File: src/rtl/tile_config_sequencer.sv
// Per-tile configuration sequencer. It buffers config bus beats, keeps those addressed to this tile,
// and issues one target strobe per decoded write, followed by a settle window.
module tile_config_sequencer #(
    parameter int          FIFO_DEPTH    = 4,
    parameter int          SETTLE_CYCLES = 2,
    parameter logic [15:0] BROADCAST_ID  = 16'hFFFF
) (
    input  logic        i_clk,
    input  logic        i_reset,
    input  logic [15:0] i_tile_id,
    input  logic        i_config_valid,
    output logic        o_config_ready,
    input  logic [31:0] i_config_addr,
    input  logic [31:0] i_config_data,
    output logic        o_config_en_pe,
    output logic        o_config_en_sb,
    output logic        o_config_en_cb0,
    output logic        o_config_en_cb1,
    output logic [7:0]  o_config_reg,
    output logic [31:0] o_config_wdata,
    output logic        o_busy,
    output logic [7:0]  o_err_count
);

    localparam int PW = (FIFO_DEPTH > 1) ? $clog2(FIFO_DEPTH) : 1;
    localparam int CW = PW + 1;
    localparam int SW = (SETTLE_CYCLES > 1) ? $clog2(SETTLE_CYCLES + 1) : 1;
    localparam logic [CW-1:0] FULL_COUNT = CW'(FIFO_DEPTH);

    typedef enum logic [1:0] {
        IDLE,
        ISSUE,
        SETTLE
    } seqState_t;

    logic [63:0]   r_fifoMem [FIFO_DEPTH];
    logic [PW-1:0] r_wrPtr;
    logic [PW-1:0] r_rdPtr;
    logic [CW-1:0] r_count;
    logic          r_readyEn;
    seqState_t     r_state;
    logic [SW-1:0] r_settleCnt;
    logic [1:0]    r_pendTarget;
    logic [7:0]    r_pendReg;
    logic [31:0]   r_pendData;

    logic          w_push;
    logic          w_pop;
    logic [63:0]   w_head;
    logic          w_tileMatch;
    logic          w_targetOk;

    // Ready depends only on registered state, so there is no combinational path from valid.
    assign o_config_ready = r_readyEn && (r_count != FULL_COUNT);
    assign w_push         = i_config_valid && o_config_ready;
    assign w_pop          = (r_state == IDLE) && (r_count != '0);
    assign w_head         = r_fifoMem[r_rdPtr];
    assign w_tileMatch    = (w_head[63:48] == i_tile_id) || (w_head[63:48] == BROADCAST_ID);
    assign w_targetOk     = (w_head[47:40] < 8'd4);
    assign o_busy         = (r_count != '0) || (r_state != IDLE);

    always_ff @(posedge i_clk) begin
        if (w_push) begin
            r_fifoMem[r_wrPtr] <= {i_config_addr, i_config_data};
        end
    end

    always_ff @(posedge i_clk) begin
        if (i_reset) begin
            r_wrPtr   <= '0;
            r_rdPtr   <= '0;
            r_count   <= '0;
            r_readyEn <= 1'b0;
        end else begin
            r_readyEn <= 1'b1;
            if (w_push) begin
                r_wrPtr <= r_wrPtr + PW'(1);
            end
            if (w_pop) begin
                r_rdPtr <= r_rdPtr + PW'(1);
            end
            case ({w_push, w_pop})
                2'b10:   r_count <= r_count + CW'(1);
                2'b01:   r_count <= r_count - CW'(1);
                default: r_count <= r_count;
            endcase
        end
    end

    // Every beat is popped in IDLE; only beats that match this tile with a known target reach ISSUE.
    always_ff @(posedge i_clk) begin
        if (i_reset) begin
            r_state         <= IDLE;
            r_settleCnt     <= '0;
            r_pendTarget    <= 2'd0;
            r_pendReg       <= 8'd0;
            r_pendData      <= 32'd0;
            o_config_en_pe  <= 1'b0;
            o_config_en_sb  <= 1'b0;
            o_config_en_cb0 <= 1'b0;
            o_config_en_cb1 <= 1'b0;
            o_config_reg    <= 8'd0;
            o_config_wdata  <= 32'd0;
            o_err_count     <= 8'd0;
        end else begin
            o_config_en_pe  <= 1'b0;
            o_config_en_sb  <= 1'b0;
            o_config_en_cb0 <= 1'b0;
            o_config_en_cb1 <= 1'b0;
            case (r_state)
                IDLE: begin
                    if (w_pop && w_tileMatch) begin
                        if (w_targetOk) begin
                            r_pendTarget <= w_head[41:40];
                            r_pendReg    <= w_head[39:32];
                            r_pendData   <= w_head[31:0];
                            r_state      <= ISSUE;
                        end else if (o_err_count != 8'hFF) begin
                            o_err_count <= o_err_count + 8'd1;
                        end
                    end
                end
                ISSUE: begin
                    o_config_en_pe  <= (r_pendTarget == 2'd0);
                    o_config_en_sb  <= (r_pendTarget == 2'd1);
                    o_config_en_cb0 <= (r_pendTarget == 2'd2);
                    o_config_en_cb1 <= (r_pendTarget == 2'd3);
                    o_config_reg    <= r_pendReg;
                    o_config_wdata  <= r_pendData;
                    if (SETTLE_CYCLES > 0) begin
                        r_settleCnt <= SW'(SETTLE_CYCLES);
                        r_state     <= SETTLE;
                    end else begin
                        r_state <= IDLE;
                    end
                end
                SETTLE: begin
                    r_settleCnt <= r_settleCnt - SW'(1);
                    if (r_settleCnt == SW'(1)) begin
                        r_state <= IDLE;
                    end
                end
                default: r_state <= IDLE;
            endcase
        end
    end

endmodule

File: config.mk
export PLATFORM = sky130hd
export DESIGN_NAME = tile_config_sequencer
export DESIGN_NICKNAME = d
export VERILOG_FILES = /design/src/rtl/tile_config_sequencer.sv
export SDC_FILE = /design/constraint.sdc
export NUM_CORES = 1
export LEC_CHECK = 0
export BUFFER_PORTS_ARGS = -buffer_cell sky130_fd_sc_hd__buf_2
export CAP_MARGIN = 10
export CORE_AREA = 2 2 180 165
export DETAILED_ROUTE_END_ITERATION = 16
export DIE_AREA = 0 0 182 167
export PLACE_DENSITY_LB_ADDON = 0.25
export SLEW_MARGIN = 30
export SYNTH_ARGS = -nofsm -noshare
export SYNTH_HDL_FRONTEND = slang
export SYNTH_SLANG_ARGS = --single-unit
export TNS_END_PERCENT = 50
File: constraint.sdc
create_clock -name i_clk -period 3.3 [get_ports i_clk]
set_input_delay 0.165 -clock i_clk [delete_from_list [all_inputs] [get_ports i_clk]]
set_output_delay 0.165 -clock i_clk [all_outputs]
set_load 0.02 [all_outputs]
==> results.md <==
* RD Place Congestion at 0.796
* Synth warnings at 0
* Logic pwr share at 0.132
* Clock power frac at 0.396
* Clock root cell: clkbuf_16
* RSZ-0062 raised after global routing: false
* Synth Instances at 869
* Crit path capture type: flop
* Share of cells above drive strength 1 at 0.264
* Worst VDD drop at 0.462 mV
* TritonCTS Sinks at 364
* WL final at 28000 um
* Largest net degree at the start of global routing at 47
* CTS resizes at 0
* Global-route wire length before repair at 44800 um
* Std cell rows at 59
* I/O Buffers at 136
* Worst Reg-to-Reg Cells at 7
* Total global-route track usage at 0.189
* Actual slew at the worst max-slew pin at 0.809 ns
* Slew Viols, Final at 0
* Sw Share at 0.231
* Setup TNS at 0 ns
* Placed cells at 1342
* Core region area at 28500 um2
* Post-DP HPWL at 17000 um
* Clock slew at reported path FFs at 0.06 ns
* Setup violators final at 0
* Status: completed
* Die Ht at 167 um
* EDFF count, synth at 256
* Register-to-register setup slack at 0.37 ns
* Mapped cell area at 14100 um2
* Wire per inst at 19.0 um
* Crit Path Max Fanout at 42
* CP required at 3.69 ns
* H-Tree Depth at 2
* Layout fillers at 2190
* Yosys cell types at 50
* Most flop-heavy register: r_fifoMem
* Cell Pwr Density at 644 nW/um2
* # IOs at 137
* Antenna violations before repair at 0
* Asr flop ratio synth at 0
* Lkg Pwr at 6.30 nW
* Sequential share of power at 0.472
* CTS Buf Count at 38
* Worst setup SP type: flop
* DR pass1 iterations at 5
* Register area share after synthesis at 0.699
* Final design utilization at 0.601
* Max_slew headroom at 0.461
* Register area at 9860 um2
* Power Internal at 8.49 mW
* Max reg flops at 256
* Final Power at 11.0 mW
* Multi-input gate area at 3930 um2
* Setup CP Type: flop to flop
* Ys flop type: edfxtp_1
* Die ar. at 30400 um2
* Final Cell Area at 17100 um2
* GR Overflow Total at 0
* Worst Hold Class: primary input to flop
* Post-route ant nets at 0
* Worst EP arrival at 3.32 ns
* Routed vias at 7791
* GRT met1 Usage at 0.269
* R2r endpoint: r_pendData[9]
* Vias in the first global route at 8134
* Grt met3 use at 0.0346
* CTS tree: done
* Period utilization at 0.889
* Antenna fix cells at 0
* Hold path cells at 4
* Largest registers: r_fifoMem: 256 flops, o_config_wdata: 32 flops, r_pendData: 32 flops
* Fin worst setup slack at 0.366 ns
* Psw at 2.55 mW
* M2 GR Usage at 0.302
* Max Cap Viol at 0
* Initial Util at 0.494
* Min-Delay Endpoint: r_wrPtr[1]
* Worst Skew at 0.0217 ns
* Latest clock arrival within the worst-skew pair at 0.53 ns
* Area Overhead vs Synth at 21.5%
* Vias/cell at 5.28
* Syn avg cell area at 16.2 um2
* Synth Register Bits at 364
* Syn nets at 965
* Non-Filler Instances at 1476
* # nets final at 1176
* DRT iter0 DRCs at 589
* Post-CTS setup repair buffer count at 0
* Clock Path Buffers at 3
* Die X at 182 um
* Final min period at 2.93 ns
* Highest Clock Rate at 0.341 GHz
* Final count of hold timing violations at 0
* Hold path start: i_config_valid
* Fin Hold WS at 0.106 ns
* Area post-placement at 15100 um2
* Dpl ws at 0.320 ns
* GR peak layer: met2
* Post-route DRC at 0
## critical path: stages (launching register included)
cell     delay (ns)
dfxtp_4        0.62
mux4_2         0.57
xor2_1         0.17
nor4_2         0.34
nand4_2        0.26
a211o_2        0.39
buf_12         0.21
mux2i_1        0.16
## layout by cell type (no fill, tap or decap), types with 3 or more instances in the layout
cell type	count
clkinv_2	4
mux2i_1	85
ha_1	11
buf_12	6
and3_1	8
mux2_2	7
nor3_1	5
dlygate4sd3_1	64
a21oi_1	10
edfxtp_1	256
clkbuf_8	13
mux4_2	58
clkbuf_1	6
nand2_1	100
nor4_2	4
and3_4	4
inv_6	3
buf_4	7
nor2_1	69
dfxtp_1	106
nand3_1	16
xor2_1	19
nand4_1	9
nor2b_1	12
clkbuf_16	40
buf_2	136
inv_1	13
## worst max-delay path by stage
stage / cells after the start / start / to
floorplan: 3 / r_count[0] / r_fifoMem[0][0]
global placement: 7 / flop / r_pendData[25]
detailed placement: 7 / flop / r_pendData[28]
CTS: 7 / flop / r_pendData[9]
global route: 7 / flop / r_pendData[20]
finish: 7 / flop / r_pendData[9]
## Yosys cell counts (all sizes together), types with 5 or more instances
master	count	area, um2
mux4	60	1360
ha	12	150
dfxtp	108	2160
nor2	69	259
nor2b	12	75.1
nand4	10	68.8
nand2	100	375
nor3	5	25.0
buf	23	191
nand3	16	80.1
inv	14	52.6
clkbuf	16	60.1
edfxtp	256	7690
xor2	19	166
a21oi	10	50.1
mux2i	85	851
mux2	7	78.8
and3	12	75.1
## power by group through the flow
stage          Combinational (mW)  Clock, mW  Sequential (mW)
6_report                     1.45       4.37             5.20
5_1_grt                      1.59       4.64             5.23
4_1_cts                      1.47       4.47             5.21
3_5_place_dp                 1.41          0             5.31
3_3_place_gp                 1.39          0             5.30
2_1_floorplan                1.18          0             5.19
## layout make-up
cell class / instances / area share
Timing Repair Buffer: 213 / 0.0873
Clock buffer: 59 / 0.0702
Clock inverter: 11 / 0.00731
Inverter: 14 / 0.00314
Sequential cell: 364 / 0.576
Multi-Input combinational cell: 449 / 0.229
Tap cell: 366 / 0.0268
## layer usage
layer / wire length, um / vias up
met1: 13000 / 3865
li1: - / 3681
met3: 1480 / 44
met2: 13000 / 201
met4: 547 / 0
met5: 0 / -
## logic make-up (layout without fill, tap and decap cells)
logic type                 count (synthesis)  in the layout  synth area share
adders and majority gates                 13             13            0.0121
and+or+nand+nor                          240            240            0.0788
AOI/OAI and AO/OA                         23             23            0.0107
muxes                                    152            152             0.162
buffers and inverters                     56            297            0.0237
xor gates and xnor gates                  21             21            0.0131
DFF                                      364            364             0.699
## timing repair
action / in CTS / in global routing
endpoints found under the hold margin: 256 / 0
endpoints found under the setup margin: 0 / 0
hold buffers: 64 / 0
Power figures use the tool's default switching activity.
